[src/rtl/dest_hazard_unit_if.sv]
// ID-stage request and hazard-unit response bundle.
// Carries destination, stall and forwarding signals between ID and the unit.
interface dest_hazard_unit_if #(
  parameter int ADDR_W = 5,
  parameter int CNT_W  = 16
);
  logic              id_valid;
  logic [ADDR_W-1:0] id_rs;
  logic [ADDR_W-1:0] id_rt;
  logic [ADDR_W-1:0] id_rd;
  logic              id_uses_rs;
  logic              id_uses_rt;
  logic              id_reg_write;
  logic              id_reg_dst;
  logic              id_link;
  logic              id_mem_read;
  logic              flush;
  logic              stall;
  logic [1:0]        fwd_a_sel;
  logic [1:0]        fwd_b_sel;
  logic [ADDR_W-1:0] ex_dest;
  logic [ADDR_W-1:0] mem_dest;
  logic [ADDR_W-1:0] wb_dest;
  logic              ex_reg_write;
  logic              mem_reg_write;
  logic              wb_reg_write;
  logic [CNT_W-1:0]  stall_count;

  modport master (
    output id_valid, id_rs, id_rt, id_rd,
    output id_uses_rs, id_uses_rt,
    output id_reg_write, id_reg_dst,
    output id_link, id_mem_read, flush,
    input  stall, fwd_a_sel, fwd_b_sel,
    input  ex_dest, mem_dest, wb_dest,
    input  ex_reg_write, mem_reg_write,
    input  wb_reg_write, stall_count
  );

  modport slave (
    input  id_valid, id_rs, id_rt, id_rd,
    input  id_uses_rs, id_uses_rt,
    input  id_reg_write, id_reg_dst,
    input  id_link, id_mem_read, flush,
    output stall, fwd_a_sel, fwd_b_sel,
    output ex_dest, mem_dest, wb_dest,
    output ex_reg_write, mem_reg_write,
    output wb_reg_write, stall_count
  );
endinterface

[src/rtl/dest_hazard_unit.sv]
// Destination resolver and EX/MEM/WB tracker.
// Produces load-use stall and registered forwarding selects.
module dest_hazard_unit #(
  parameter int ADDR_W   = 5,
  parameter int LINK_REG = 31,
  parameter int CNT_W    = 16
) (
  input logic              clk,
  input logic              reset,
  dest_hazard_unit_if.slave bus
);

  typedef struct packed {
    logic              we;
    logic [ADDR_W-1:0] dest;
    logic              load;
  } slot_t;

  localparam logic [ADDR_W-1:0] LINK = ADDR_W'(LINK_REG);

  slot_t             ex_q, mem_q, wb_q, new_e;
  logic [ADDR_W-1:0] id_dest;
  logic              rs_ex, rs_mem, rt_ex, rt_mem;
  logic              stall_c, issue;
  logic [1:0]        fa_d, fb_d, fa_q, fb_q;
  logic [CNT_W-1:0]  cnt_q;

  function automatic logic hit(
    input logic              use_src,
    input logic [ADDR_W-1:0] src,
    input slot_t             s
  );
    return use_src && s.we &&
           (s.dest == src) && (src != '0);
  endfunction

  always_comb begin
    id_dest = bus.id_reg_dst ? bus.id_rd : bus.id_rt;
    if (bus.id_link) id_dest = LINK;
    rs_ex  = hit(bus.id_uses_rs, bus.id_rs, ex_q);
    rs_mem = hit(bus.id_uses_rs, bus.id_rs, mem_q);
    rt_ex  = hit(bus.id_uses_rt, bus.id_rt, ex_q);
    rt_mem = hit(bus.id_uses_rt, bus.id_rt, mem_q);
    // Reset masks stall so it never shows during the reset cycle
    stall_c = !reset && bus.id_valid && !bus.flush &&
              (rs_ex || rt_ex) && ex_q.load;
    issue = bus.id_valid && !bus.flush && !stall_c;
    new_e = '0;
    fa_d  = 2'b00;
    fb_d  = 2'b00;
    if (issue) begin
      new_e.we   = bus.id_reg_write && (id_dest != '0);
      new_e.dest = id_dest;
      new_e.load = bus.id_mem_read;
      if (rs_ex)       fa_d = 2'b01;
      else if (rs_mem) fa_d = 2'b10;
      if (rt_ex)       fb_d = 2'b01;
      else if (rt_mem) fb_d = 2'b10;
    end
  end

  always_ff @(posedge clk) begin
    if (reset) begin
      ex_q  <= '0;
      mem_q <= '0;
      wb_q  <= '0;
      fa_q  <= 2'b00;
      fb_q  <= 2'b00;
      cnt_q <= '0;
    end else begin
      wb_q  <= mem_q;
      mem_q <= ex_q;
      ex_q  <= new_e;
      fa_q  <= fa_d;
      fb_q  <= fb_d;
      if (stall_c && (cnt_q != '1))
        cnt_q <= cnt_q + CNT_W'(1);
    end
  end

  assign bus.stall         = stall_c;
  assign bus.fwd_a_sel     = fa_q;
  assign bus.fwd_b_sel     = fb_q;
  assign bus.ex_dest       = ex_q.dest;
  assign bus.mem_dest      = mem_q.dest;
  assign bus.wb_dest       = wb_q.dest;
  assign bus.ex_reg_write  = ex_q.we;
  assign bus.mem_reg_write = mem_q.we;
  assign bus.wb_reg_write  = wb_q.we;
  assign bus.stall_count   = cnt_q;

endmodule
[src/flat_wrapper.sv]
// flat-port wrapper written by rule: the top's interface ports become plain ports
module dest_hazard_unit_flat 
#(
  parameter int ADDR_W   = 5,
  parameter int LINK_REG = 31,
  parameter int CNT_W    = 16
)
  (clk, reset, bus_id_valid, bus_id_rs, bus_id_rt, bus_id_rd, bus_id_uses_rs, bus_id_uses_rt, bus_id_reg_write, bus_id_reg_dst, bus_id_link, bus_id_mem_read, bus_flush, bus_stall, bus_fwd_a_sel, bus_fwd_b_sel, bus_ex_dest, bus_mem_dest, bus_wb_dest, bus_ex_reg_write, bus_mem_reg_write, bus_wb_reg_write, bus_stall_count);
  dest_hazard_unit_if #(.ADDR_W(ADDR_W), .CNT_W(CNT_W)) bus_i ();
  input logic clk;
  input logic reset;
  input wire logic [$bits(bus_i.id_valid)-1:0] bus_id_valid;
  input wire logic [$bits(bus_i.id_rs)-1:0] bus_id_rs;
  input wire logic [$bits(bus_i.id_rt)-1:0] bus_id_rt;
  input wire logic [$bits(bus_i.id_rd)-1:0] bus_id_rd;
  input wire logic [$bits(bus_i.id_uses_rs)-1:0] bus_id_uses_rs;
  input wire logic [$bits(bus_i.id_uses_rt)-1:0] bus_id_uses_rt;
  input wire logic [$bits(bus_i.id_reg_write)-1:0] bus_id_reg_write;
  input wire logic [$bits(bus_i.id_reg_dst)-1:0] bus_id_reg_dst;
  input wire logic [$bits(bus_i.id_link)-1:0] bus_id_link;
  input wire logic [$bits(bus_i.id_mem_read)-1:0] bus_id_mem_read;
  input wire logic [$bits(bus_i.flush)-1:0] bus_flush;
  output wire logic [$bits(bus_i.stall)-1:0] bus_stall;
  output wire logic [$bits(bus_i.fwd_a_sel)-1:0] bus_fwd_a_sel;
  output wire logic [$bits(bus_i.fwd_b_sel)-1:0] bus_fwd_b_sel;
  output wire logic [$bits(bus_i.ex_dest)-1:0] bus_ex_dest;
  output wire logic [$bits(bus_i.mem_dest)-1:0] bus_mem_dest;
  output wire logic [$bits(bus_i.wb_dest)-1:0] bus_wb_dest;
  output wire logic [$bits(bus_i.ex_reg_write)-1:0] bus_ex_reg_write;
  output wire logic [$bits(bus_i.mem_reg_write)-1:0] bus_mem_reg_write;
  output wire logic [$bits(bus_i.wb_reg_write)-1:0] bus_wb_reg_write;
  output wire logic [$bits(bus_i.stall_count)-1:0] bus_stall_count;
  assign bus_i.id_valid = bus_id_valid;
  assign bus_i.id_rs = bus_id_rs;
  assign bus_i.id_rt = bus_id_rt;
  assign bus_i.id_rd = bus_id_rd;
  assign bus_i.id_uses_rs = bus_id_uses_rs;
  assign bus_i.id_uses_rt = bus_id_uses_rt;
  assign bus_i.id_reg_write = bus_id_reg_write;
  assign bus_i.id_reg_dst = bus_id_reg_dst;
  assign bus_i.id_link = bus_id_link;
  assign bus_i.id_mem_read = bus_id_mem_read;
  assign bus_i.flush = bus_flush;
  assign bus_stall = bus_i.stall;
  assign bus_fwd_a_sel = bus_i.fwd_a_sel;
  assign bus_fwd_b_sel = bus_i.fwd_b_sel;
  assign bus_ex_dest = bus_i.ex_dest;
  assign bus_mem_dest = bus_i.mem_dest;
  assign bus_wb_dest = bus_i.wb_dest;
  assign bus_ex_reg_write = bus_i.ex_reg_write;
  assign bus_mem_reg_write = bus_i.mem_reg_write;
  assign bus_wb_reg_write = bus_i.wb_reg_write;
  assign bus_stall_count = bus_i.stall_count;
  dest_hazard_unit #(.ADDR_W(ADDR_W), .LINK_REG(LINK_REG), .CNT_W(CNT_W)) u_core (.clk(clk), .reset(reset), .bus(bus_i));
endmodule
[config.mk]
export PLATFORM = sky130hd
export DESIGN_NAME = dest_hazard_unit_flat
export DESIGN_NICKNAME = d
export VERILOG_FILES = /design/src/rtl/dest_hazard_unit_if.sv /design/src/rtl/dest_hazard_unit.sv /design/src/flat_wrapper.sv
export SDC_FILE = /design/constraint.sdc
export NUM_CORES = 1
export LEC_CHECK = 0
export BUFFER_PORTS_ARGS = -buffer_cell sky130_fd_sc_hd__buf_2
export CAP_MARGIN = 10
export CORE_ASPECT_RATIO = 0.5
export CORE_MARGIN = 10
export CORE_UTILIZATION = 49
export CTS_CLUSTER_DIAMETER = 150
export DETAILED_ROUTE_END_ITERATION = 12
export PLACE_DENSITY = 0.9
export SYNTH_ARGS = -nofsm -noshare
export SYNTH_HDL_FRONTEND = slang
export SYNTH_SLANG_ARGS = --single-unit
export TNS_END_PERCENT = 10
[constraint.sdc]
create_clock -name clk -period 2.45 [get_ports clk]
set_input_delay 0.49 -clock clk [delete_from_list [all_inputs] [get_ports clk]]
set_output_delay 0.49 -clock clk [all_outputs]
set_load 0.01 [all_outputs]
==> impl_results.md, run 1 <==
- Remaining antenna violation count: 0
- First-pass GRT wire length: 7.55 mm
- Critical path launch point type: input port
- Compound-Gate Fraction of Synth Area: 0.132
- Post-synth ARST share: 0
- Crit end category: primary output
- Crit-path cells: buf_2 -> or4_1 -> o21ai_2 -> nand4b_1 -> a21oi_2 -> buf_2
- CTS Buf Count: 5
- Worst Tran Pin Value: 0.494 ns
- Critical path class: input port to primary output
- Die Wd: 107 um
- CP arrival: 1.82 ns
- Adder-cell share of the synthesized area: 0.00679
- Port bufs: between 60 and 70
- Global-route usage over all layers: 0.134
- DRC violations left: 0
- Clk Latency, worst-skew pair: approximately 0.29 ns
- Post-Route M1 WL: 2.02 mm
- Die height: 63.4 um
- Share of layout cells above drive strength 1: 0.314
- Slew Viols, Final: 0
- Vias in the first global route: 1,652
- Synth area leaders: dfxtp_1 (42%), nor2b_1 (6.1%), xnor2_1 (5.7%)
- Xor/xnor share of the synthesized area: 0.0999
- Tcrit/Tclk final: 0.942
- Initial core utilization: 0.522
- Main flop type after synthesis: dfxtp_1
- Post-synth EDFFs: 0
- CTS clk-pin slew, worst paths: 0.08 ns
- Fin nets: 302
- Routed WL: just under 5 mm
- RSZ-0062 raised after global routing: false
- Htree depth: 2
- TNS Setup: 0 ns
- Finished Core Util: 0.655
- Minimum clock period: 2.31 ns
- Worst min path class: input port to flop
- Post-synth top cells: dfxtp_1 (39), nor2_1 (18), nor2b_1 (18), nand2_1 (12), xnor2_1 (12)
- Cell Area, Synth: 1840 sq um
- Post-CTS Setup Inserts: 0
- Gp weighted congestion: 0.815
- Mux cell area share after synthesis: 0.0122
- Post-place instance area: 2220 sq um
- Hold WS: 0.426 ns
- Die area: 6760 sq um
- Fmax: 433 MHz
- Clock sink total: 39
- Global route total overflow: 0
- Buffers from clock root to sink, at most: 2
- Num ports: 64
- MaxCap Viol Count: 0
- Setup violators final: 0
- Antenna violations before repair: 0
- Largest net degree at the start of global routing: 33
- Most frequent CP cell: buf_2
- Core Footprint: about 3500 sq um
- Largest family of logic cells by synthesized area: simple AND/OR/NAND/NOR gates
- Static leakage: 0.993 nW
- Met3 Routed Length: 220 um
- Vias per inst: 5.30
- Most numerous cell in the Yosys netlist: dfxtp_1
- CTS Root Cell: clkbuf_8
- Rel. slew slack: 0.668
- Critical Path Slowest Stage Cell: or4_1
- Wire length on met2: 2.55 mm
- Row cnt: 15
- DP Wirelength: 3.75 mm
- Routed vias: 1,740
- Fillcell total: 299
- Critical path fanouts, max: 4
- Seq/Total Area, Yosys: 0.424
- Max Used Layer: met4
- Outcome: finished clean
- Synth warnings: 0
- VDD IR max: approximately 0.2 mV
- Final Hold Viols: 0
- Unique cell type count in the Yosys netlist: 39
- Synth top area share: 0.424
- Cells after Synth: 209
- Drt first-iter violations: 70
- Leading area contributor after synthesis: dfxtp_1
- Area Overhead vs Synth: 25.5%
- DRT Pass-1 Iters: 5
- Synth Register Bits: 39
- Fin area: between 2000 and 2500 sq um
- CTS tree: built
- Synth Area in Simple Gates: 0.281
- Pwr per Cell Area: slightly above 500 nW/um^2
- WL/cell: 14.7 um
- Antenna Cells: 0
- FF/Latch Area: 781 sq um
- Max incr delay on CP: roughly 0.57 ns
- Critical Path RT: slightly below 2 ns
- Total power draw: 1.18 mW
- Post-Synthesis Net Count: roughly 240
- Setup Skew: 0.00417 ns
- Mean Syn Cell Area: between 8 and 9 sq um
- Multi-input logic area: 987 sq um
where the power goes:
group          internal [mW]  switching (mW)
clock network          0.199           0.226
registers              0.641         0.00802
logic                 0.0501          0.0540
worst paths after layout:
check | slack (ns) | to | from | cells after the start
worst max-delay path | 0.14 | bus_stall | bus_id_rt[2] | 6
worst min-delay path | 0.43 | u_core.bus.ex_reg_write$_SDFF_PP0_ | bus_id_reg_write | 3
worst max register to register | 0.18 | u_core.bus.stall_count[9]$_SDFFE_PP0P_ | u_core.bus.ex_dest[2]$_SDFF_PP0_ | 6
worst min register to register | 0.49 | u_core.bus.fwd_a_sel[1]$_SDFF_PP0_ | u_core.bus.mem_reg_write$_SDFF_PP0_ | 2
stage by stage:
stage,std cells,setup slack [ns]
2_1_floorplan,209,0.257
3_3_place_gp,320,0.0466
3_5_place_dp,320,-0.0464
4_1_cts,328,0.0371
5_1_grt,328,0.0155
6_report,328,0.143
critical path, delay by kind of cell:
kind | cells | cell delay, ns
AOI/OAI and AO/OA | 2 | 0.27
buffers and inverters | 2 | 0.28
and+or+nand+nor | 2 | 0.78
placed cells by master (no fill, tap or decap), drive strengths merged, types with 2 or more instances in the layout:
cell / count
and4: 2
and3: 4
nand3: 11
xnor2: 12
buf: 71
or3: 5
a31o: 2
clkbuf: 6
a41oi: 2
nor3: 2
inv: 5
or4: 5
nand2: 13
o21ai: 9
mux2: 2
nor2b: 18
xor2: 9
a211oi: 8
and2: 2
nand4b: 2
nor2: 18
a21oi: 10
nand4: 3
a211o: 2
dfxtp: 39
nor4: 5
cell families after synthesis:
logic type / after synthesis
and+or+nand+nor: 93
DFF: 39
muxes: 2
adders and majority gates: 1
AOI/OAI and AO/OA: 37
xor gates and xnor gates: 21
buffers and inverters: 16
per-layer routing:
metal  up-vias  track usage
met4         0       0.0436
met1       810        0.141
met2        52        0.252
li1        874            -
met5         -            0
met3         4       0.0375
repair_timing:
| action | 4_1_cts | 5_1_grt |
|---|---|---|
| resized for setup | 0 | 3 |
| endpoints found under the setup margin | 0 | 1 |
| hold buffers | 0 | 0 |
registers in the layout, indices dropped and copies added, names as in the netlist:
register	flops
u_core.bus.fwd_a_sel	2
u_core.bus.wb_dest	5
u_core.bus.wb_reg_write	1
u_core.bus.ex_reg_write	1
u_core.bus.mem_reg_write	1
u_core.bus.fwd_b_sel	2
u_core.ex_q	1
u_core.bus.stall_count	16
u_core.bus.ex_dest	5
u_core.bus.mem_dest	5
area by class of cell:
class / count / share of cell area
Inverter: 5 / 0.00812
Multi-Input combinational cell: 154 / 0.427
Tap cell: 51 / 0.0276
Timing Repair Buffer: 71 / 0.162
Clock inverter: 2 / 0.00541
Clock buffer: 6 / 0.0314
Sequential cell: 39 / 0.338
No activity file was read; power rests on OpenSTA's default activity.
==> run 2, diff against run 1 <==
Settings changed: BUFFER_PORTS_ARGS -buffer_cell sky130_fd_sc_hd__buf_2 to -buffer_cell sky130_fd_sc_hd__clkbuf_2.
==> run 2 against run 1 <==
Compared with the run above:
- flip-flop and latch count did not move
- critical path depth down 1
- clock skew rose by 0.0016 ns
- register-to-register slack got worse by 0.03 ns
- die area is the same
- count of clock-buffer cells in the layout decreased by 1
- final cell count is the same
- hold slack got worse by 0.032 ns
- critical endpoint unchanged
==> impl_results.md, run 2 (synthesis gave the netlist of run 1 again) <==
- Fmax: 422 MHz (-2.7%)
- Routed vias: 1,772 (+1.8%)
- Critical path launch point type: flop
- Vias per inst: 5.40 (+1.8%)
- Critical path class: flop to primary output
- First-pass GRT wire length: 7.94 mm (+5.1%)
- Static leakage: 0.970 nW (-2.4%)
- Worst min path class: input port to flop
- Worst Tran Pin Value: 0.556 ns (+0.0612 ns)
- WL/cell: 15.5 um (+5.3%)
- Antenna violations before repair: 0 (unchanged)
- Sequential power share: 0.548 (-0.003)
- Slew Viols, Final: 0 (unchanged)
- Gp weighted congestion: 0.788 (-3.3%)
- Num ports: 64 (unchanged)
- Total power draw: 1.19 mW (+0.65%)
- Critical Path Slowest Stage Cell: dfxtp_2
- VDD IR max: 0.229 mV (+13%)
- Critical Path RT: 1.96 ns (about the same)
- Area Overhead vs Synth: 27.3%
- Die Wd: 107 um (unchanged)
- CTS Root Cell: clkbuf_8
- Drt first-iter violations: 62 (-11%)
- Int Power: 0.890 mW (about the same)
- Row cnt: 15 (unchanged)
- Max incr delay on CP: 0.35 ns (-0.22 ns)
- Largest net degree at the start of global routing: 33 (unchanged)
- Max reg flops: 16 (unchanged)
- Htree depth: 2 (unchanged)
- Initial core utilization: 0.522 (unchanged)
- Finished Core Util: 0.665 (+0.00957)
- Fillcell total: 294 (-1.7%)
- Pwr per Cell Area: 505 nW/um^2 (-0.80%)
- Clock sink total: 39 (unchanged)
- Crit end category: primary output
- CP arrival: 1.88 ns (+0.06 ns)
- CTS clk-pin slew, worst paths: 0.08 ns (about the same)
- Setup violators final: 0 (unchanged)
- Commonest non-fill, non-tap cell in the layout: clkbuf_2
- Post-CTS Setup Inserts: 0 (unchanged)
- DRC violations left: 0 (unchanged)
- Port bufs: 63 (unchanged)
- Hold WS: 0.394 ns (-0.0325 ns)
- CTS Buf Count: 5 (unchanged)
- Core Footprint: 3530 sq um (unchanged)
- Combinational Power Share: 0.089 (about the same)
- Share of layout cells above drive strength 1: 0.332 (+0.0181)
- CTS tree: built
- DP Wirelength: 3.94 mm (+5.0%)
- Tcrit/Tclk final: 0.967 (+0.0257)
- Die height: 63.4 um (unchanged)
- Sw Ratio: 0.249 (+0.00504)
- Setup Skew: 0.00582 ns (+0.00165 ns)
- Buffers from clock root to sink, at most: 2 (unchanged)
- DRT Pass-1 Iters: 4 (-1)
- Commonest cells after routing, fill and taps aside: clkbuf_2 (62), dfxtp_1 (37), nor2_1 (18), nor2b_1 (18)
- Minimum clock period: 2.37 ns (+0.0629 ns)
- FF/Latch Area: 783 sq um (+0.32%)
- Routed WL: 5.09 mm (+5.3%)
- Outcome: finished clean
- Antenna Cells: 0 (unchanged)
- MaxCap Viol Count: 0 (unchanged)
- Vias in the first global route: 1,688 (+2.2%)
- Psw: 0.296 mW (+2.7%)
- Clk Latency, worst-skew pair: 0.29 ns (about the same)
- Global-route usage over all layers: 0.143 (+0.00868)
- Fin nets: 302 (unchanged)
- Multi-input logic area: 1000 sq um (+1.3%)
- Rel. slew slack: 0.627 (-0.0410)
- Remaining antenna violation count: 0 (unchanged)
- CP delay by family, top: simple AND/OR/NAND/NOR gates
- Final Hold Viols: 0 (unchanged)
- Buf/Inv on CP: 1 (-1)
- Crit-path cells: xor2_1 -> nor4_2 -> nand4b_1 -> a21oi_2 -> buf_4
- Critical path fanouts, max: 4 (unchanged)
- Global route total overflow: 0 (unchanged)
- Clock power frac: 0.364 (+0.003)
- Die area: 6760 sq um (unchanged)
==> run 2: cell count changes in the layout (fill, tap and decap cells not counted), moves of 2 or more <==
cell,change
buf_2,-63
clkbuf_2,+62
dfxtp_1,-2
dfxtp_2,+2
==> run 2: worst paths after layout <==
check | slack, ns | cells past startpoint | startpoint | end
max reg2reg | 0.15 | 7 | u_core.bus.ex_dest[4]$_SDFF_PP0_ | u_core.bus.stall_count[8]$_SDFFE_PP0P_
min | 0.39 | 3 | bus_id_reg_write | u_core.bus.ex_reg_write$_SDFF_PP0_
min reg2reg | 0.48 | 2 | u_core.bus.mem_reg_write$_SDFF_PP0_ | u_core.bus.wb_reg_write$_SDFF_PP0_
max | 0.08 | 5 | u_core.bus.ex_dest[4]$_SDFF_PP0_ | bus_stall
==> run 2: final cells by class <==
type,instances,area share
Inverter,5,0.00800
Sequential cell,39,0.334
Clock buffer,5,0.0293
Multi-Input combinational cell,154,0.426
Tap cell,51,0.0272
Timing Repair Buffer,71,0.166
Clock inverter,3,0.00854
==> run 2: worst reg2reg max path, cell delays in order, from the launching register on <==
cell and delay (ns):
dfxtp_2 0.35, xor2_1 0.18, nor4_2 0.32, nand4b_1 0.28, a211o_4 0.47, buf_4 0.16, or3_1 0.35, a21oi_2 0.13
==> run 2: power groups by stage <==
stage / Combinational, mW / Clock (mW) / Sequential (mW)
finish: 0.105 / 0.431 / 0.649
global route: 0.116 / 0.458 / 0.650
CTS: 0.105 / 0.432 / 0.649
detailed placement: 0.105 / 0 / 0.664
global placement: 0.0988 / 0 / 0.664
floorplan: 0.0555 / 0 / 0.664
==> run 2: layer usage <==
| metal | up-vias | GRT usage | routed length, um |
|---|---|---|---|
| li1 | 878 | - | - |
| met1 | 810 | 0.138 | 1890 |
| met2 | 75 | 0.277 | 2770 |
| met3 | 9 | 0.0446 | 331 |
| met4 | 0 | 0.0570 | 89 |
| met5 | - | 0 | 0 |
==> run 2: metrics by stage <==
step | setup TNS (ns) | instances | setup slack [ns] | instance area (sq um)
floorplan | 0 | 209 | 0.257 | 1840
global placement | -0.00443 | 320 | -0.00392 | 2230
detailed placement | -0.198 | 320 | -0.0935 | 2230
CTS | 0 | 328 | 0.0234 | 2320
global route | -0.0659 | 328 | -0.0438 | 2340
finish | 0 | 328 | 0.0801 | 2340
==> run 2: repair_timing <==
item | CTS | global route
hold buffers | 0 | 0
gates resized for setup | 0 | 11
setup endpoints to repair | 0 | 3
